File: src/rtl/inst_fetch_queue_pkg.sv
// Shared definitions for the instruction fetch front end: opcodes, immediate
// decoders, queue entry layout and default sizes.
`ifndef ROB_WIDTH
`define ROB_WIDTH 4
`endif
`ifndef REG_WIDTH
`define REG_WIDTH 5
`endif

package inst_fetch_queue_pkg;

    localparam int IQ_WIDTH_DEFAULT  = 3;
    localparam int BHT_WIDTH_DEFAULT = 6;

    localparam logic [6:0] OP_JAL    = 7'b1101111;
    localparam logic [6:0] OP_BRANCH = 7'b1100011;
    localparam logic [6:0] OP_JALR   = 7'b1100111;

    typedef struct packed {
        logic [31:0] inst;
        logic [31:0] pc;
        logic        pred;
    } iq_entry_t;

    // J-type immediate, sign-extended to 32 bits.
    function automatic logic [31:0] imm_j(input logic [31:0] inst);
        return {{12{inst[31]}}, inst[19:12], inst[20], inst[30:21], 1'b0};
    endfunction

    // B-type immediate, sign-extended to 32 bits.
    function automatic logic [31:0] imm_b(input logic [31:0] inst);
        return {{20{inst[31]}}, inst[7], inst[30:25], inst[11:8], 1'b0};
    endfunction

endpackage

File: src/rtl/inst_fetch_queue_bht.sv
// Table of 2-bit saturating branch counters: combinational read of the
// predicted direction, synchronous training from the commit stage.
module branch_history_table
    import inst_fetch_queue_pkg::*;
#(
    parameter int BHT_WIDTH = BHT_WIDTH_DEFAULT
) (
    input  logic                 clk_in,
    input  logic                 rst_in,
    input  logic [BHT_WIDTH-1:0] rd_index,
    output logic                 rd_taken,
    input  logic                 upd_en,
    input  logic [BHT_WIDTH-1:0] upd_index,
    input  logic                 upd_taken
);

    localparam int ENTRIES = 1 << BHT_WIDTH;

    logic [1:0] counters [ENTRIES];

    // A read of the entry being trained this cycle sees the old counter.
    assign rd_taken = counters[rd_index][1];

    always_ff @(posedge clk_in) begin
        if (rst_in) begin
            for (int i = 0; i < ENTRIES; i++) begin
                counters[i] <= 2'b01;
            end
        end else if (upd_en) begin
            if (upd_taken) begin
                if (counters[upd_index] != 2'b11) begin
                    counters[upd_index] <= counters[upd_index] + 2'd1;
                end
            end else if (counters[upd_index] != 2'b00) begin
                counters[upd_index] <= counters[upd_index] - 2'd1;
            end
        end
    end

endmodule

File: src/rtl/inst_fetch_queue.sv
// Instruction fetch front end: one-outstanding-request fetch FSM, next-PC
// prediction (JAL / BHT-predicted branches) and a circular instruction queue.
module inst_fetch_queue
    import inst_fetch_queue_pkg::*;
#(
    parameter int          IQ_WIDTH  = IQ_WIDTH_DEFAULT,
    parameter int          BHT_WIDTH = BHT_WIDTH_DEFAULT,
    parameter logic [31:0] RESET_PC  = 32'h0
) (
    input  logic        clk_in,
    input  logic        rst_in,
    input  logic        rdy_in,
    input  logic        flush,
    input  logic [31:0] predict_correct_pc,
    output logic        mc_en,
    output logic [31:0] mc_addr,
    input  logic        mc_rdy,
    input  logic [31:0] mc_data,
    output logic        out_valid,
    input  logic        out_ready,
    output logic [31:0] out_inst,
    output logic [31:0] out_pc,
    output logic        out_predict,
    input  logic        bht_upd_en,
    input  logic [31:0] bht_upd_pc,
    input  logic        bht_upd_taken
);

    localparam int DEPTH = 1 << IQ_WIDTH;
    localparam logic [IQ_WIDTH:0] FULL_COUNT = {1'b1, {IQ_WIDTH{1'b0}}};

    localparam logic [0:0] ST_IDLE = 1'b0;
    localparam logic [0:0] ST_WAIT = 1'b1;

    logic [0:0]          state;
    logic [31:0]         pc;
    logic [IQ_WIDTH-1:0] head;
    logic [IQ_WIDTH-1:0] tail;
    logic [IQ_WIDTH:0]   count;
    logic [IQ_WIDTH:0]   count_next;
    iq_entry_t           queue [DEPTH];

    logic        push;
    logic        pop;
    logic        has_room_next;
    logic        bht_taken;
    logic        pred;
    logic [31:0] npc;
    logic        unused_upd_pc_bits;

    branch_history_table #(
        .BHT_WIDTH(BHT_WIDTH)
    ) u_bht (
        .clk_in    (clk_in),
        .rst_in    (rst_in),
        .rd_index  (pc[BHT_WIDTH+1:2]),
        .rd_taken  (bht_taken),
        .upd_en    (bht_upd_en && rdy_in),
        .upd_index (bht_upd_pc[BHT_WIDTH+1:2]),
        .upd_taken (bht_upd_taken)
    );

    assign unused_upd_pc_bits = ^{bht_upd_pc[31:BHT_WIDTH+2], bht_upd_pc[1:0]};

    // NOTE: combinational logic uses blocking '=' and assigns every output a
    // default first, so no latch is inferred; clocked state uses '<=' only.
    always_comb begin
        pred = 1'b0;
        npc  = pc + 32'd4;
        case (mc_data[6:0])
            OP_JAL: begin
                pred = 1'b1;
                npc  = pc + imm_j(mc_data);
            end
            OP_BRANCH: begin
                pred = bht_taken;
                if (bht_taken) begin
                    npc = pc + imm_b(mc_data);
                end
            end
            // The JALR target depends on a register, so fetch falls through.
            OP_JALR: npc = pc + 32'd4;
            default: npc = pc + 32'd4;
        endcase
    end

    assign out_valid     = (count != '0);
    assign out_inst      = queue[head].inst;
    assign out_pc        = queue[head].pc;
    assign out_predict   = queue[head].pred;
    assign pop           = out_valid && out_ready;
    assign push          = (state == ST_WAIT) && mc_rdy;
    assign count_next    = count + {{IQ_WIDTH{1'b0}}, push} - {{IQ_WIDTH{1'b0}}, pop};
    assign has_room_next = (count_next != FULL_COUNT);

    always_ff @(posedge clk_in) begin
        if (rst_in) begin
            state   <= ST_IDLE;
            pc      <= RESET_PC;
            head    <= '0;
            tail    <= '0;
            count   <= '0;
            mc_en   <= 1'b0;
            mc_addr <= '0;
        end else if (rdy_in) begin
            if (flush) begin
                head    <= '0;
                tail    <= '0;
                count   <= '0;
                pc      <= predict_correct_pc;
                mc_en   <= 1'b1;
                mc_addr <= predict_correct_pc;
                state   <= ST_WAIT;
            end else begin
                if (pop) begin
                    head <= head + IQ_WIDTH'(1);
                end
                if (push) begin
                    tail <= tail + IQ_WIDTH'(1);
                end
                count <= count_next;
                case (state)
                    ST_IDLE: begin
                        if (count != FULL_COUNT) begin
                            mc_en   <= 1'b1;
                            mc_addr <= pc;
                            state   <= ST_WAIT;
                        end
                    end
                    ST_WAIT: begin
                        if (mc_rdy) begin
                            pc <= npc;
                            // Chain the next request only if this push leaves a slot.
                            if (has_room_next) begin
                                mc_addr <= npc;
                            end else begin
                                mc_en <= 1'b0;
                                state <= ST_IDLE;
                            end
                        end
                    end
                    default: state <= ST_IDLE;
                endcase
            end
        end
    end

    // NOTE: queue storage is deliberately not reset; validity comes solely
    // from count, which keeps the array a plain RAM.
    always_ff @(posedge clk_in) begin
        if (!rst_in && rdy_in && !flush && push) begin
            queue[tail] <= '{inst: mc_data, pc: mc_addr, pred: pred};
        end
    end

endmodule

File: config.mk
export PLATFORM = sky130hd
export DESIGN_NAME = inst_fetch_queue
export DESIGN_NICKNAME = d
export VERILOG_FILES = /design/src/rtl/inst_fetch_queue_pkg.sv /design/src/rtl/inst_fetch_queue_bht.sv /design/src/rtl/inst_fetch_queue.sv
export SDC_FILE = /design/constraint.sdc
export NUM_CORES = 1
export LEC_CHECK = 0
export CAP_MARGIN = 20
export CORE_UTILIZATION = 50
export DETAILED_ROUTE_END_ITERATION = 7
export DONT_BUFFER_PORTS = 1
export SLEW_MARGIN = 20
export SYNTH_ARGS = -nofsm -noshare
export SYNTH_HDL_FRONTEND = slang
export SYNTH_SLANG_ARGS = --single-unit
File: constraint.sdc
create_clock -name clk_in -period 10.5 [get_ports clk_in]
set_clock_uncertainty 0.05 [all_clocks]
set_input_delay 0.525 -clock clk_in [delete_from_list [all_inputs] [get_ports clk_in]]
set_output_delay 0.525 -clock clk_in [all_outputs]
set_load 0.05 [all_outputs]
==> flow_metrics.tcl <==
set metrics [dict create \
    cts_buffer_depth 3 \
    numCtsBuffers 77 \
    synth_cell_types 88 \
    cap_violations 0 \
    yosys.area.top_type "edfxtp_1" \
    fillers 5380 \
    postCtsSetupBuffers 0 \
    synth.area.top_cells "edfxtp_1, mux4_2, dfxtp_1, mux2_2, nor2_1" \
    root_buffer "clkbuf_16" \
    tightest_slew_ns 1.136 \
    ys_async_sr_fraction_pct 0 \
    r2r-end "mc_addr[25]$_SDFFE_PP0P_" \
    postSynthAreaPerCell_sq_um 14.04 \
    yosysMostFrequentCell "edfxtp_1" \
    grt_util_all_layers_pct 27.19 \
    syn-num-nets 2593 \
    synth_top_area_share_pct 56.93 \
    leakage_nw 11.97 \
    place_hpwl_microns 60140 \
    maxSlewHeadroom_pct 23.84 \
    swShare_pct 23.71 \
    syn_to_final_growth_pct 10.29 \
    regArea_sq_mm 0.02117 \
    fp.dieW_microns 263.5 \
    clk_pin_slew_ns 0.06 \
    portBuffers 0 \
    cts_resized 0 \
    coreArea_sq_mm 0.06740 \
    die_y_microns 263.5 \
    netlist_instances 2434 \
    min-delay-path-class "primary input to flop" \
    crit_arrival_ns 4.88 \
    reg2reg_depth 11 \
    vias 22008 \
    wl_microns 95020 \
    synth_top_flop_cell "edfxtp_1" \
    critPathCaptureType "flop" \
    utilization_pct 55.93 \
    critPathMaxFanout 14 \
    holdCritStartpoint "rst_in" \
    grt_max_degree 101 \
    gp_congestion 0.9506 \
    status "complete, no violations" \
    ys_seq_elements 733 \
    drive_gt1_share_pct 16.82 \
    r2r_slack_ns 6.04 \
    route.detailed.drc 0 \
    cellPowerDensity_mw_per_mm2 168.6 \
    setup_viol 0 \
    power_frac_comb_pct 7.1 \
    htreeDepth 3 \
    ant_nets 0 \
    rsz0062_at_grt "false" \
    p_switching_w 0.001507 \
    boundaryPins 203 \
    min_delay_path_depth 3 \
    startpoint_type "flop" \
    hold_viol 0 \
    insertion_delay_ns 0.62 \
    synth_common_cells "edfxtp_1, nor2_1, nand2_1" \
    yosysWarnings 0 \
    grt_pass1_vias 21433 \
    slew_violations 0 \
    multiInputGateArea_sq_mm 0.01231 \
    required_ns 10.91 \
    yosysSeqAreaShare_pct 61.91 \
    p_int_w 0.004847 \
    min_period_ns 4.462 \
    synth-edff-count 648 \
    cts.sinks 733 \
    critPathKind "flop to flop" \
    period_share_pct 42.49 \
    die_area_sq_mm 0.06941 \
    fin_nets 2590 \
    drt_pass1_iterations 5 \
    grt_pass1_wl_microns 140100 \
    row_count 95 \
    tns_ns 0 \
    netlist_area_sq_mm 0.03418 \
    cts_tree "yes" \
    ir_drop_uv 113.2 \
    seqPwrFrac_pct 52.2 \
    drtIter0Drc 2417 \
    p_clk_share_pct 40.7 \
    hold-path-endpoint "mc_addr[6]$_SDFFE_PP0P_" \
    antenna_found_initial 6 \
    fmax_mhz 224.1 \
    vias_per_cell 6.534 \
    grt.overflow.total 0 \
    cts_hold_buf 37 \
    post_drt_wl_per_cell_microns 28.21 \
    initial_core_util_pct 50.72 \
]
[sequential cells by signal, summed over array words and instances (netlist names), named ones only]
register,count
state,1
pc,32
mc_addr,32
head,3
queue,520
tail,3
mc_en,1
count,4
u_bht.counters,128
[cell usage in the layout (no fill, tap or decap), types with 35 or more instances in the layout]
cell,Yosys,layout
mux4_2,153,153
edfxtp_1,648,648
a21oi_1,109,108
ha_1,52,52
mux2_2,79,79
dfxtp_1,85,82
dlygate4sd3_1,0,36
nand2_1,180,180
xnor2_1,35,35
o21ai_0,124,123
nor2_1,193,189
nand3_1,66,66
clkbuf_16,0,78
[layout make-up]
class	count	area share (%)
timing repair buffer	72	1.739
tap	873	2.898
multi-input combinational	1517	32.65
clock buffer	103	5.453
sequential	733	56.16
antenna	4	0.02655
clock inverter	36	0.7767
inverter	30	0.2987
[how the worst max path moves through the flow]
| stage | startpoint | endpoint | slack (ns) | cells past startpoint |
|---|---|---|---|---|
| final | flop | mc_addr[25]$_SDFFE_PP0P_ | 6.04 | 11 |
| after CTS | flop | mc_addr[25]$_SDFFE_PP0P_ | 6.07 | 11 |
| after global routing | flop | mc_addr[25]$_SDFFE_PP0P_ | 5.85 | 11 |
| after global placement | mc_data[6] | mc_addr[25]$_SDFFE_PP0P_ | 5.94 | 10 |
| after floorplan | rdy_in | queue[0][0]$_DFFE_PP_ | 2.19 | 5 |
| after detailed placement | mc_data[6] | mc_addr[25]$_SDFFE_PP0P_ | 5.94 | 10 |
[power groups by stage]
stage | Combinational, W | Sequential (W) | Clock, W
2_1_floorplan | 0.000329 | 0.00335 | 0
3_3_place_gp | 0.000408 | 0.00338 | 0
3_5_place_dp | 0.000413 | 0.00338 | 0
4_1_cts | 0.000444 | 0.00332 | 0.00262
5_1_grt | 0.000483 | 0.00332 | 0.00274
6_report | 0.000451 | 0.00332 | 0.00258
[critical path, stage by stage, from the launching register on]
cell	delay, ns
dfxtp_1	0.32
buf_4	0.30
mux4_2	0.62
mux4_2	0.48
nand2_1	0.08
nand4_1	0.22
o21a_1	0.33
nand2_1	0.48
nor3_1	0.09
or4_1	0.53
a221oi_1	0.64
a211oi_1	0.16
[cell families after synthesis]
kind of cell | Yosys count | share of synthesized area, %
multiplexers | 266 | 13.68
AO/OA/AOI/OAI | 499 | 9.481
AND/OR/NAND/NOR | 632 | 8.822
XOR/XNOR | 65 | 1.665
adder cells (fa/ha/maj) | 55 | 2.079
buffers and inverters | 184 | 2.365
flip-flops | 733 | 61.91
[layer usage]
layer / up-vias / track usage (%) / routed length (microns)
met3: 150 / 5.500 / 7654
met5: - / 0 / 0
met1: 11315 / 38.08 / 40160
li1: 9581 / - / -
met4: 0 / 7.918 / 2332
met2: 962 / 43.11 / 44880
[metrics by stage]
stage                     setup WS, ns  hold WS [ns]  cells  total power [W]  instance area, sq um
after floorplan                  2.187        0.3857   2434         0.003677                 34180
after global placement           5.936        0.3905   3188         0.003786                 34940
after detailed placement         5.939        0.3988   3188         0.003794                 34950
after CTS                        6.066       0.01353   3364         0.006387                 37680
after global routing             5.851       0.02704   3366         0.006545                 37690
final                            6.038       0.04545   3368         0.006354                 37700
Power figures use the tool's default switching activity.
